## config.mk

```make
export PLATFORM = sky130hd
export DESIGN_NAME = flappy_game_ctrl
export DESIGN_NICKNAME = d
export VERILOG_FILES = /design/src/rtl/flappy_game_ctrl.sv
export SDC_FILE = /design/constraint.sdc
export NUM_CORES = 1
export LEC_CHECK = 0
export CORE_AREA = 2 2 209 211
export DETAILED_ROUTE_END_ITERATION = 6
export DIE_AREA = 0 0 211 213
export DONT_BUFFER_PORTS = 1
export GPL_TIMING_DRIVEN = 0
export PLACE_DENSITY_LB_ADDON = 0.3
export SETUP_SLACK_MARGIN = 0.02
export SLEW_MARGIN = 20
export SYNTH_ARGS = -nofsm -noshare
export SYNTH_HDL_FRONTEND = slang
export SYNTH_SLANG_ARGS = --single-unit
```

## constraint.sdc

```tcl
create_clock -name clk -period 6.4 [get_ports clk]
set_clock_uncertainty 0.1 [all_clocks]
set_input_delay 1.28 -clock clk [delete_from_list [all_inputs] [get_ports clk]]
set_output_delay 1.28 -clock clk [all_outputs]
set_load 0.1 [all_outputs]
```

## src/rtl/flappy_game_ctrl.sv

```systemverilog
// Flappy Bird game sequencer: step-rate divider, bird physics, collision and scoring
// against the pipe scroller's green array, and the red bird overlay.
module flappy_game_ctrl #(
   parameter int unsigned TICK_DIV  = 8,
   parameter int unsigned START_ROW = 7,
   parameter int unsigned BIRD_COL  = 4
) (
   input  logic              clk,
   input  logic              RST,
   input  logic              flap,
   input  logic [15:0][15:0] GrnPixels,
   output logic              pipe_rst,
   output logic              pipe_step,
   output logic [15:0][15:0] RedPixels,
   output logic [3:0]        bird_row,
   output logic [7:0]        score,
   output logic              playing,
   output logic              game_over
);

   // state   | meaning
   // S_IDLE  | waiting for a start press, pipe scroller held in reset
   // S_PLAY  | counting cycles towards the next game step
   // S_STEP  | one cycle: pipes shift, bird moves or hits the ground
   // S_CHECK | one cycle: collision and scoring against the shifted pipes
   // S_OVER  | pipe image frozen until a press returns to idle
   typedef enum logic [2:0] {S_IDLE, S_PLAY, S_STEP, S_CHECK, S_OVER} state_t;

   localparam logic [3:0]  START_ROW_L = 4'(START_ROW);
   localparam logic [3:0]  BIRD_COL_L  = 4'(BIRD_COL);
   localparam logic [15:0] TICK_LAST   = 16'(TICK_DIV - 1);

   state_t            state_q, state_d;
   logic [15:0]       tick_q, tick_d;
   logic              flap_dly_q, flap_dly_d;
   logic              flap_req_q, flap_req_d;
   logic [3:0]        bird_row_q, bird_row_d;
   logic [7:0]        score_q, score_d;
   logic              pipe_rst_q, pipe_rst_d;
   logic              pipe_step_q, pipe_step_d;
   logic              playing_q, playing_d;
   logic              game_over_q, game_over_d;
   logic [15:0][15:0] red_q, red_d;

   logic              flap_rise;
   logic [15:0]       grn_col;

   function automatic logic [15:0][15:0] bird_mask(input logic [3:0] row);
      logic [15:0][15:0] m;
      m = '0;
      m[row][BIRD_COL_L] = 1'b1;
      return m;
   endfunction

   always_comb begin
      for (int r = 0; r < 16; r++) begin
         grn_col[r] = GrnPixels[r][BIRD_COL_L];
      end
   end

   always_comb begin
      state_d    = state_q;
      tick_d     = tick_q;
      flap_dly_d = flap;
      flap_req_d = flap_req_q;
      bird_row_d = bird_row_q;
      score_d    = score_q;
      flap_rise  = flap & ~flap_dly_q;

      case (state_q)
         S_IDLE: begin
            tick_d = '0;
            if (flap_rise) begin
               state_d    = S_PLAY;
               score_d    = '0;
               flap_req_d = 1'b0;
            end
         end
         S_PLAY: begin
            if (flap_rise) flap_req_d = 1'b1;
            if (tick_q == TICK_LAST) begin
               tick_d  = '0;
               state_d = S_STEP;
            end else begin
               tick_d = tick_q + 16'd1;
            end
         end
         S_STEP: begin
            tick_d     = tick_q + 16'd1;
            flap_req_d = flap_rise;
            if (flap_req_q) begin
               bird_row_d = (bird_row_q == 4'd0) ? 4'd0 : bird_row_q - 4'd1;
               state_d    = S_CHECK;
            end else if (bird_row_q == 4'd15) begin
               state_d = S_OVER;
            end else begin
               bird_row_d = bird_row_q + 4'd1;
               state_d    = S_CHECK;
            end
         end
         S_CHECK: begin
            if (flap_rise) flap_req_d = 1'b1;
            if (grn_col[bird_row_q]) begin
               state_d = S_OVER;
            end else begin
               if ((|grn_col) && (score_q != 8'hFF)) score_d = score_q + 8'd1;
               // CHECK is part of the step period, so TICK_DIV=2 goes straight back to STEP
               if (tick_q == TICK_LAST) begin
                  tick_d  = '0;
                  state_d = S_STEP;
               end else begin
                  tick_d  = tick_q + 16'd1;
                  state_d = S_PLAY;
               end
            end
         end
         S_OVER: begin
            tick_d = '0;
            if (flap_rise) begin
               state_d    = S_IDLE;
               bird_row_d = START_ROW_L;
               flap_req_d = 1'b0;
            end
         end
         default: begin
            state_d = S_IDLE;
            tick_d  = '0;
         end
      endcase

      // A ground hit in STEP issues no shift, so the pipe image freezes as it was
      pipe_step_d = (state_d == S_STEP) && (flap_req_d || (bird_row_d != 4'd15));
      pipe_rst_d  = (state_d == S_IDLE);
      playing_d   = (state_d == S_PLAY) || (state_d == S_STEP) || (state_d == S_CHECK);
      game_over_d = (state_d == S_OVER);
      red_d       = bird_mask(bird_row_d);
   end

   always_ff @(posedge clk) begin
      if (RST) begin
         state_q     <= S_IDLE;
         tick_q      <= '0;
         flap_dly_q  <= 1'b0;
         flap_req_q  <= 1'b0;
         bird_row_q  <= START_ROW_L;
         score_q     <= '0;
         pipe_rst_q  <= 1'b1;
         pipe_step_q <= 1'b0;
         playing_q   <= 1'b0;
         game_over_q <= 1'b0;
         red_q       <= bird_mask(START_ROW_L);
      end else begin
         state_q     <= state_d;
         tick_q      <= tick_d;
         flap_dly_q  <= flap_dly_d;
         flap_req_q  <= flap_req_d;
         bird_row_q  <= bird_row_d;
         score_q     <= score_d;
         pipe_rst_q  <= pipe_rst_d;
         pipe_step_q <= pipe_step_d;
         playing_q   <= playing_d;
         game_over_q <= game_over_d;
         red_q       <= red_d;
      end
   end

   assign pipe_rst  = pipe_rst_q;
   assign pipe_step = pipe_step_q;
   assign RedPixels = red_q;
   assign bird_row  = bird_row_q;
   assign score     = score_q;
   assign playing   = playing_q;
   assign game_over = game_over_q;

endmodule
```

# Word-level counts from Yosys, hierarchy flattened
# Cells that the tools add are included.
# word_totals
register_bits,293
inputBits,259
out_inout_bits,272
elab_cells,91
# op_classes
reduce_logical,14
n_bitwise,2
mux,27
magnitude_cmp,3
n_eq_ne,15
addsub,4
# op_table
op,n
$demux 16 s4,1
$pmux 16 s3,1
$mux 16,2
$mux 8,3
$mux 3,6
$add 16x1->16 const B,1
$eq 16x3->1 const B,1
$mux 4,4
$pmux 8 s2,1
$reduce_or 16->1,1
$pmux 3 s5,1
$eq 3x2->1 const B,4
$lt 4x5->1 const B,2
$add 8x1->8 const B,1
$ne 8x8->1 const B,1
$pmux 4 s2,1
$eq 3x1->1 const B,2
$eq 3x3->1 const B,2
$logic_not 3->1,2
$ne 2x2->1 const B,3
$mux 5,1
$add 4x1->4 const B,1
$bmux 1 s4,1
$eq 4x4->1 const B,1
14 further kinds,21

# Longest topological paths before layout
# Gate-level depths: netlist (run 1).
# depth
word_depth,8
ltp_mapped,9
ltp_nobuf,7

# Worst setup path before layout (run 1)
# OpenSTA, ideal clock, no wires.
# synth_path
path_type,reg-to-reg
from,"register bird_row_q[0], in the netlist bird_row[0]"
to,"register pipe_step_q, in the netlist pipe_step"
t_required_ps,6178
t_arrival_ps,3148
period_less_slack_ps,3370
stages_incl_launch_ff,10
n_path_buf,2
setup_time_ps,122
path_slack_ps,3030
path_cell_list,dfxtp_1 -> buf_6 -> buf_6 -> inv_1 -> ha_1 -> or4_1 -> mux4_2 -> o22ai_4 -> o21ai_2 -> o311a_1
# synth_between
elab_chain_len,7
word_cells_on_any_way,19
cone_classes,2 x add/sub; 3 x eq/ne; 11 x mux; 3 x reduce/logical
# synth_rtl
item,line_no,source
start: declaration,37,"logic [3:0] bird_row_q, bird_row_d;"
start signal: assignment,157,bird_row_q <= bird_row_d;
$add 4x1->4 (tied with other cells),97,bird_row_d = bird_row_q + 4'd1;
"$mux 4, on equally long branches","94, 92",
$mux 4,91,if (flap_req_q) begin
$pmux 4 s2,70,case (state_q)
$ne 4x4->1,132,pipe_step_d = (state_d == S_STEP) && (flap_req_d || (bird_row_d != 4'd15));
$logic_or 1x1->1,132,
$logic_and 1x1->1 (*),132,
end signal: assignment,160,pipe_step_q <= pipe_step_d;
end: declaration,40,"logic pipe_step_q, pipe_step_d;"
# Mark *: on every way between the ends. The rest lies on a longest branch, timed or not. The select of a mux whose other input is x is not followed.
# A chain may end at the register's enable or synchronous reset.

# Worst setup path in the final report (run 1)
# layout_path
from,"register bird_row_q[1], in the netlist bird_row[1]"
to,"register pipe_step_q, in the netlist pipe_step"
# The elaborated chain is that of the path after synthesis.

==> results of run 1 <==
==> worst paths after layout <==
| check | startpoint | end | cells past startpoint |
|---|---|---|---|
| worst min-delay path | tick_q[13] | tick_q[13] | 2 |
| worst min register to register | tick_q[13] | tick_q[13] | 2 |
| worst max register to register | bird_row[1] | pipe_step | 8 |
| worst max-delay path | bird_row[1] | pipe_step | 8 |
==> per-layer routing <==
layer  part of all wire [%]  vias to the layer above
met5                      0                        -
met4                    1.0                        0
met3                     16                        7
met2                     41                      241
met1                     41                     1533
li1                       -                     1900
==> cell type report <==
class,instances,area (um2),share of cell area [%]
well taps,546,683,10.9
clock inverters,1,30.0,0.477
clock buffers,7,143,2.27
plain buffers,260,1900,30.2
inverters,9,33.8,0.537
flip-flops and latches,53,1070,17.0
multi-input cells,458,2430,38.7
==> flip-flops by register name, indices dropped and copies added (netlist names) <==
signal / cells
RedPixels: 16
bird_row: 4
flap_dly_q: 1
flap_req_q: 1
game_over: 1
pipe_rst: 1
pipe_step: 1
playing: 1
score: 8
state_q: 3
tick_q: 16
==> layout by cell type, fill, tap and decap left out, types with 3 or more instances in the layout <==
cell type  Yosys  final
nand3_1       11     11
clkbuf_16      0      5
conb_1         1    240
a22o_1         3      3
ha_1           5      5
o21ai_0        3      3
mux2i_1        8      8
o21ai_1        8      8
buf_2          4      4
nor3_1        13     13
nand2b_1       6      6
o31ai_1       15     15
nor4_1        11     11
dfxtp_2        0      8
clkbuf_1      11     12
or3_1          5      5
dfxtp_1       53     45
nor2_1        16     16
nand2_1       17     17
nor2b_1        4      4
inv_1          9      9
or4_1         15     15
mux4_2         4      4
buf_4        240    240
a211oi_1      13     13
a21oi_1       11     11
nand4_1       10     10
==> cell families (layout without fill, tap and decap cells) <==
kind of cell | after synthesis | in the layout | synth area share (%)
flops | 53 | 53 | 23.5
compound gates | 73 | 73 | 11.9
xor+xnor | 1 | 1 | 0.194
simple gates | 125 | 125 | 16.0
mux | 14 | 14 | 4.26
fa+ha+maj | 5 | 5 | 1.38
other cells | 1 | 240 | 0.0829
buf+inv | 269 | 277 | 42.7
==> worst max-delay path, delay by kind of cell, from the launching register on <==
kind                     cells  cell delay (ps)
AO/OA/AOI/OAI                3              770
AND/OR/NAND/NOR              1              390
adder cells (fa/ha/maj)      1              260
flip-flops                   1              990
multiplexers                 1              530
buffers and inverters        2              540
==> power by group through the flow <==
stage          Combinational (W)  Sequential, W  Clock, W
2_1_floorplan           0.000746       0.000350         0
3_3_place_gp            0.000756       0.000352         0
3_5_place_dp            0.000756       0.000352         0
4_1_cts                 0.000756       0.000344  0.000327
5_1_grt                 0.000784       0.000345  0.000340
6_report                0.000763       0.000344  0.000321
==> through the flow <==
step           area (um2)  power, W  cells  util (%)  setup WS (ps)
2_1_floorplan        5420   0.00110    780         -           3030
3_3_place_gp         6100   0.00111   1326      14.3           2650
3_5_place_dp         6120   0.00111   1326      14.3           2630
4_1_cts              6290   0.00143   1334      14.7           2590
5_1_grt              6290   0.00147   1334      14.7           2550
6_report             6290   0.00143   1334      14.7           2710
==> metrics.yaml, run 1 <==
crit_type: "register to register"
syn_inst: 541
fin_crit_ps: 3690
worstSetupStartpointType: "register"
io_buffer_count: 0
ant_nets: 0
relSlewSlack_pct: 27.1
use_met1_pct: 6.00
r2r_slack_ps: 2710
crit_required_ps: 6480
yosysTopAreaCell: "buf_4"
power.density_nw_per_um2: 227
grt_util_met3_pct: 2.65
wl_um: 11800
via_per_inst: 2.76
hpwl_um: 9950
ys.flop_type: "dfxtp_1"
grtUsageMet2_pct: 7.41
whs_ps: 420
power.net_switching_w: 0.000790
chipHeight_um: 213
synth.distinct_cells: 59
cp_slowest_cell: "dfxtp_1"
grt_start_max_net_pins: 16
synthToLayoutAreaGrowth_pct: 39.1
num_vias: 3681
critPathMaxStageDelay_ps: 990
syn_avg_cell_area_um2: 8.36
antenna_found_initial: 0
synthArstFlopShare_pct: 0
yosys_warnings: 0
setup_viol: 0
ir_worst_vdd_mv: 0.109
h-tree-depth: 2
setup_tns_ps: 0
path_clk_slew_ps: 70
hp-class: "register to register"
grt_usage_pct: 4.91
post_cts_buffers: 0
drive_above_1_share_pct: 35.2
busiest_layer: "met2"
synth.yosys.seq_area_share_pct: 23.5
rsz0062_at_grt: "false"
drt_iter0_drc: 158
run_status: "finished clean"
crit_fanout: 8
syn_area_um2: 4520
finalMaxSlewViolations: 0
place.gp.congestion: 0.689
cts.repair.resized: 0
ctsHoldBuffers: 0
clk_latency_ps: 300
clock-sinks: 53
num_antenna_cells: 0
synth_edf_count: 0
synthTopCellsByCount: "buf_4, dfxtp_1, nand2_1"
wl_per_cell_um: 8.87
p_leak_nw: 3.11
final.fill_count: 4830
ys_seq_elements: 53
hold_viol: 0
swShare_pct: 55.3
grt_pass1_wl_um: 17300
p_int_w: 0.000639
synth.area.top_cells: "buf_4, dfxtp_1, o31ai_1, or4_1, a211oi_1"
clkPwrFrac_pct: 22.5
ioPinCount: 531
drc_errors: 0
yosysTopAreaCellShare_pct: 39.8
cp.arrival_ps: 3770
path_cells: "clkbuf_2 -> inv_1 -> ha_1 -> or4_1 -> mux4_2 -> o22ai_4 -> o21ai_2 -> o311a_1"
cts_made_buffers: 5
seqPwrFrac_pct: 24.1
die_width_um: 211
cts_buffer_depth: 2
p_comb_share_pct: 53.4
maxCapViolCount: 0
rows: 76
yosysMostFrequentCell: "buf_4"
first_pass_iters: 4
die-area_um2: 44900
start_util_pct: 10.6
fmax_mhz: 271
critPathCaptureType: "register"
core_region_area_um2: 42700
worstMarginPinSlew_ps: 1090
cts_root_buffer: "clkbuf_16"
cts_tree: "built"
nets: 1051
grt_overflow: 0
post-route-period-util_pct: 57.7
first_global_vias: 3128
No activity file was read; power rests on OpenSTA's default activity.
==> run 2: changes to the inputs <==
==> constraint.sdc (replaced) <==
create_clock -name clk -period 3 [get_ports clk]
set_clock_uncertainty 0.1 [all_clocks]
set_input_delay 0.6 -clock clk [delete_from_list [all_inputs] [get_ports clk]]
set_output_delay 0.6 -clock clk [all_outputs]
set_load 0.1 [all_outputs]
==> run 2 against run 1 <==
Effect of this change:
- non-clock buffer count increased by 7
- via count increased by 1.7%
- clock power increased by 93%
- largest power group unchanged
- worst setup slack got worse by 2600 ps
==> metrics.yaml, run 2 (synthesis results as in run 1) <==
run_status: "finished clean"
grt_overflow: 0
dp_cells: 1326
antenna_found_initial: 1
wl_per_cell_um: 8.83
synthToLayoutAreaGrowth_pct: 42.1
hold_path.startpoint: "flap"
multi_input_area_um2: 2500
reg2regPathDepth: 8
drive_above_1_share_pct: 37.3
ctsHoldBuffers: 0
cts_tree: "built"
cts_buffer_depth: 2
core_region_area_um2: 42700
setup_tns_ps: 0
rsz0062_at_grt: "false"
ir_worst_vdd_mv: 0.216
via_per_inst: 2.79
worstMarginPinSlew_ps: 1090
hold_viol: 0
drt_iter0_drc: 161
final.fill_count: 4852
power.net_switching_w: 0.00169
cp.arrival_ps: 2960
finalMaxSlewViolations: 0
mostFrequentLayoutCell: "buf_4"
critPathCaptureType: "register"
p_comb_share_pct: 54.8
num_antenna_cells: 0
seqCellArea_um2: 1080
place_ws_ps: -203
hpwl_um: 9840
r2r-start: "bird_row[1]"
die_width_um: 211
r2r_slack_ps: 110
num_vias: 3744
fmax_mhz: 346
worstSetupStartpointType: "register"
crit_type: "register to register"
clk_latency_ps: 290
p_leak_nw: 3.15
drc_errors: 0
ioPinCount: 531
crit_fanout: 8
grt_usage_pct: 4.87
setup_viol: 0
first_global_vias: 3304
r2r_end: "pipe_step"
die-area_um2: 44900
power.density_nw_per_um2: 465
seqPwrFrac_pct: 24.5
rows: 76
p_int_w: 0.00130
path_clk_slew_ps: 70
ant_nets: 0
io_buffer_count: 0
wl_um: 11800
grt_pass1_wl_um: 17300
swShare_pct: 56.4
holdPathStages: 1
cts_root_buffer: "clkbuf_16"
first_pass_iters: 4
clkPwrFrac_pct: 20.7
clock-sinks: 53
nets: 1058
final_cell_mix: "buf_4, conb_1, dfxtp_1"
h-tree-depth: 2
post-route-period-util_pct: 96.2
cts_made_buffers: 5
crit_required_ps: 3080
grt_start_max_net_pins: 16
final_util_pct: 15.1
maxCapViolCount: 0
start_util_pct: 10.6
relSlewSlack_pct: 27.5
chipHeight_um: 213
setup_ws_ps: 113
place.gp.congestion: 0.699
fin_crit_ps: 2890
whs_endpoint: "flap_dly_q"
hp-class: "primary input to register"
finalNonFillerCells: 1340
run 2: cell types whose count changed in the layout (fill, tap and decap cells not counted), sizes merged:
| cell | change |
|---|---|
| bufinv | -1 |
| buf | +7 |
| clkbuf | -1 |
| clkinv | +1 |
run 2: worst max path at each step:
stage	cells past startpoint	slack (ps)	end	startpoint
2_1_floorplan	9	120	pipe_step	bird_row[0]
3_3_place_gp	6	-530	tick_q[13]	bird_row[2]
3_5_place_dp	7	-200	tick_q[5]	bird_row[0]
4_1_cts	8	40	tick_q[13]	bird_row[0]
5_1_grt	8	30	pipe_step	bird_row[1]
6_report	8	110	pipe_step	bird_row[1]
run 2: stage by stage:
step,area [um2],hold slack [ps],power [W]
after CTS,6360,337,0.00298
after global routing,6430,357,0.00308
after floorplan,5430,361,0.00234
after global placement,6110,398,0.00236
after detailed placement,6120,403,0.00236
final,6430,344,0.00299
run 2: critical path, stage by stage (launching register included):
cell and delay, ps:
dfxtp_4 550, clkbuf_8 240, inv_1 120, ha_4 200
or4_1 380, mux4_2 530, o22ai_4 210, o21ai_4 80
o311a_1 350
run 2: layout make-up:
class                           count  area share, %
Sequential cell                    53           16.8
Buffer                            260           29.8
Tap cell                          546           10.6
Multi-Input combinational cell    458           38.9
Inverter                            9          0.526
Clock buffer                        6           2.34
Clock inverter                      1         0.0779
Timing Repair Buffer                7          0.818
run 2: repair_timing:
action | 4_1_cts | 5_1_grt
buffers inserted | 3 | 4
setup endpoints to repair | 38 | 29
pin swaps | 2 | 4
gates resized for setup | 13 | 10
run 2: power groups by stage:
stage	registers (W)	clock network, W	logic (W)
CTS	0.000732	0.000637	0.00162
floorplan	0.000745	0	0.00159
finish	0.000732	0.000618	0.00164
global placement	0.000749	0	0.00161
global route	0.000733	0.000664	0.00168
detailed placement	0.000749	0	0.00161
run 2: routing by layer:
metal / track usage [%] / up-vias / wire length [um]
li1: - / 1919 / -
met1: 5.83 / 1574 / 4950
met2: 7.38 / 240 / 4830
met3: 2.81 / 9 / 1920
met4: 1.34 / 2 / 119
met5: 0 / - / 13
==> run 3: changes to the inputs <==
==> constraint.sdc (replaced) <==
create_clock -name clk -period 2.7 [get_ports clk]
set_clock_uncertainty 0.1 [all_clocks]
set_input_delay 0.54 -clock clk [delete_from_list [all_inputs] [get_ports clk]]
set_output_delay 0.54 -clock clk [all_outputs]
set_load 0.1 [all_outputs]
==> run 3 against run 2 <==
Effect of this change:
- global-route usage grew 0.38 points
- sequential cell count is the same
- the flow now finishes with violations (negative setup slack)
- critical endpoint unchanged
- sequential share of layout area shrank 1.3 points
- wire length grew 11%
- critical path type unchanged
- largest cell class unchanged
- worst setup slack lost 250 ps
==> metrics.yaml, run 3 (synthesis results as in run 1) <==
run_status: "complete, but fails checks"
violations: "negative setup slack"
p_leak_nw: 3.32
finalMaxSlewViolations: 0
final_util_pct: 16.5
met1Wirelength_um: 5650
cts_root_buffer: "clkbuf_16"
crit_type: "register to register"
drt_iter0_drc: 139
whs_endpoint: "flap_dly_q"
rsz0062_at_grt: "true"
routed.top_layer: "met4"
setup_ws_ps: -139
via_per_inst: 2.83
grt_pass1_wl_um: 18100
path_cells: "clkbuf_16 -> clkinvlp_4 -> ha_4 -> or4_1 -> mux4_2 -> o22ai_4 -> o21ai_4 -> o311a_1"
ant_nets: 0
r2r-start: "bird_row[1]"
place_ws_ps: -443
power.density_nw_per_um2: 475
drive_above_1_share_pct: 46.2
dr_wl_met3_um: 1850
nets: 1077
ioPinCount: 531
setup_tns_ps: -1470
grt_usage_pct: 5.25
met2_length_um: 5440
final_cell_mix: "buf_4, conb_1, dfxtp_1"
worstSetupStartpointType: "register"
antenna_found_initial: 2
crit_required_ps: 2780
crit_family: "compound AO/OA/AOI/OAI gates"
start_util_pct: 10.6
hp-class: "primary input to register"
hold_viol: 0
cp_slowest_cell: "dfxtp_4"
worstMarginPinSlew_ps: 986
grt_start_max_net_pins: 17
fin_crit_ps: 2840
holdPathStages: 1
r2r_end: "pipe_step"
num_vias: 3856
crit_fanout: 3
post-route-period-util_pct: 105
drc_errors: 0
clk_latency_ps: 310
critPathMaxStageDelay_ps: 570
fmax_mhz: 352
cts_buffer_depth: 2
ctsHoldBuffers: 0
wl_per_cell_um: 9.63
hold_path.startpoint: "flap"
cts_made_buffers: 5
die-area_um2: 44900
cp.arrival_ps: 2920
setup_viol: 26
mostFrequentLayoutCell: "buf_4"
die_width_um: 211
maxCapViolCount: 0
chipHeight_um: 213
wl_um: 13100
clock-sinks: 53
r2r_slack_ps: -140
first_pass_iters: 4
grt_overflow: 0
cp_num_buf_inv: 2
synthToLayoutAreaGrowth_pct: 55.7
whs_ps: 270
reg2regPathDepth: 8
critPathCaptureType: "register"
core_region_area_um2: 42700
h-tree-depth: 2
io_buffer_count: 0
ir_worst_vdd_mv: 0.223
path_clk_slew_ps: 70
relSlewSlack_pct: 34.2
hpwl_um: 10300
first_global_vias: 3251
place.gp.congestion: 0.742
cts_tree: "built"
rows: 76
## run 3: through the flow
step | area (um2) | instances | power (W)
after global routing | 7040 | 1360 | 0.00345
after global placement | 6110 | 1326 | 0.00262
after floorplan | 5430 | 780 | 0.00260
after CTS | 6650 | 1351 | 0.00335
after detailed placement | 6130 | 1326 | 0.00263
final | 7040 | 1362 | 0.00334
## run 3: layer usage
| metal | global-route usage [%] | up-vias |
|---|---|---|
| met2 | 7.74 | 244 |
| met3 | 2.69 | 9 |
| li1 | - | 1955 |
| met1 | 6.57 | 1648 |
| met4 | 1.68 | 0 |
| met5 | 0 | - |
## run 3: layout make-up
type | count | area, um2
multi-input combinational | 458 | 2850
clock buffer | 6 | 129
buffer | 260 | 1970
tap | 546 | 683
inverter | 9 | 40.0
clock inverter | 2 | 13.8
fill | 4823 | 35700
sequential | 53 | 1090
antenna | 2 | 5.00
timing repair buffer | 26 | 265
## run 3: worst max-delay path by stage
stage                endpoint  slack (ps)  cells after the start        start
global route        pipe_step        -210                      8  bird_row[1]
floorplan           pipe_step         -90                      9  bird_row[0]
global placement     score[4]        -480                      7     score[0]
detailed placement  tick_q[5]        -440                      7  bird_row[0]
finish              pipe_step        -140                      8  bird_row[1]
CTS                 pipe_step        -160                      9  bird_row[0]
## run 3: power by group
| group | switching [W] | leakage, nW | total [W] | internal, W |
|---|---|---|---|---|
| clock network | 0.000346 | 0.0674 | 0.000693 | 0.000347 |
| logic | 0.00157 | 2.82 | 0.00184 | 0.000275 |
| registers | 0.0000263 | 0.434 | 0.000807 | 0.000781 |
| total | 0.00194 | 3.32 | 0.00334 | 0.00140 |
## run 3: timing repair
item	in CTS	in global routing
pin swaps	23	29
gates resized for setup	59	72
cloned	1	3
buffers inserted	16	6
hold endpoints to repair	0	0
setup endpoints to repair	48	40
## run 3: worst reg2reg max path: cells and delay by family, from the launching register on
family | cells | cell delay, ps
adders and majority gates | 1 | 170
DFF | 1 | 570
muxes | 1 | 520
and+or+nand+nor | 1 | 390
buffers and inverters | 2 | 320
AOI/OAI and AO/OA | 3 | 640
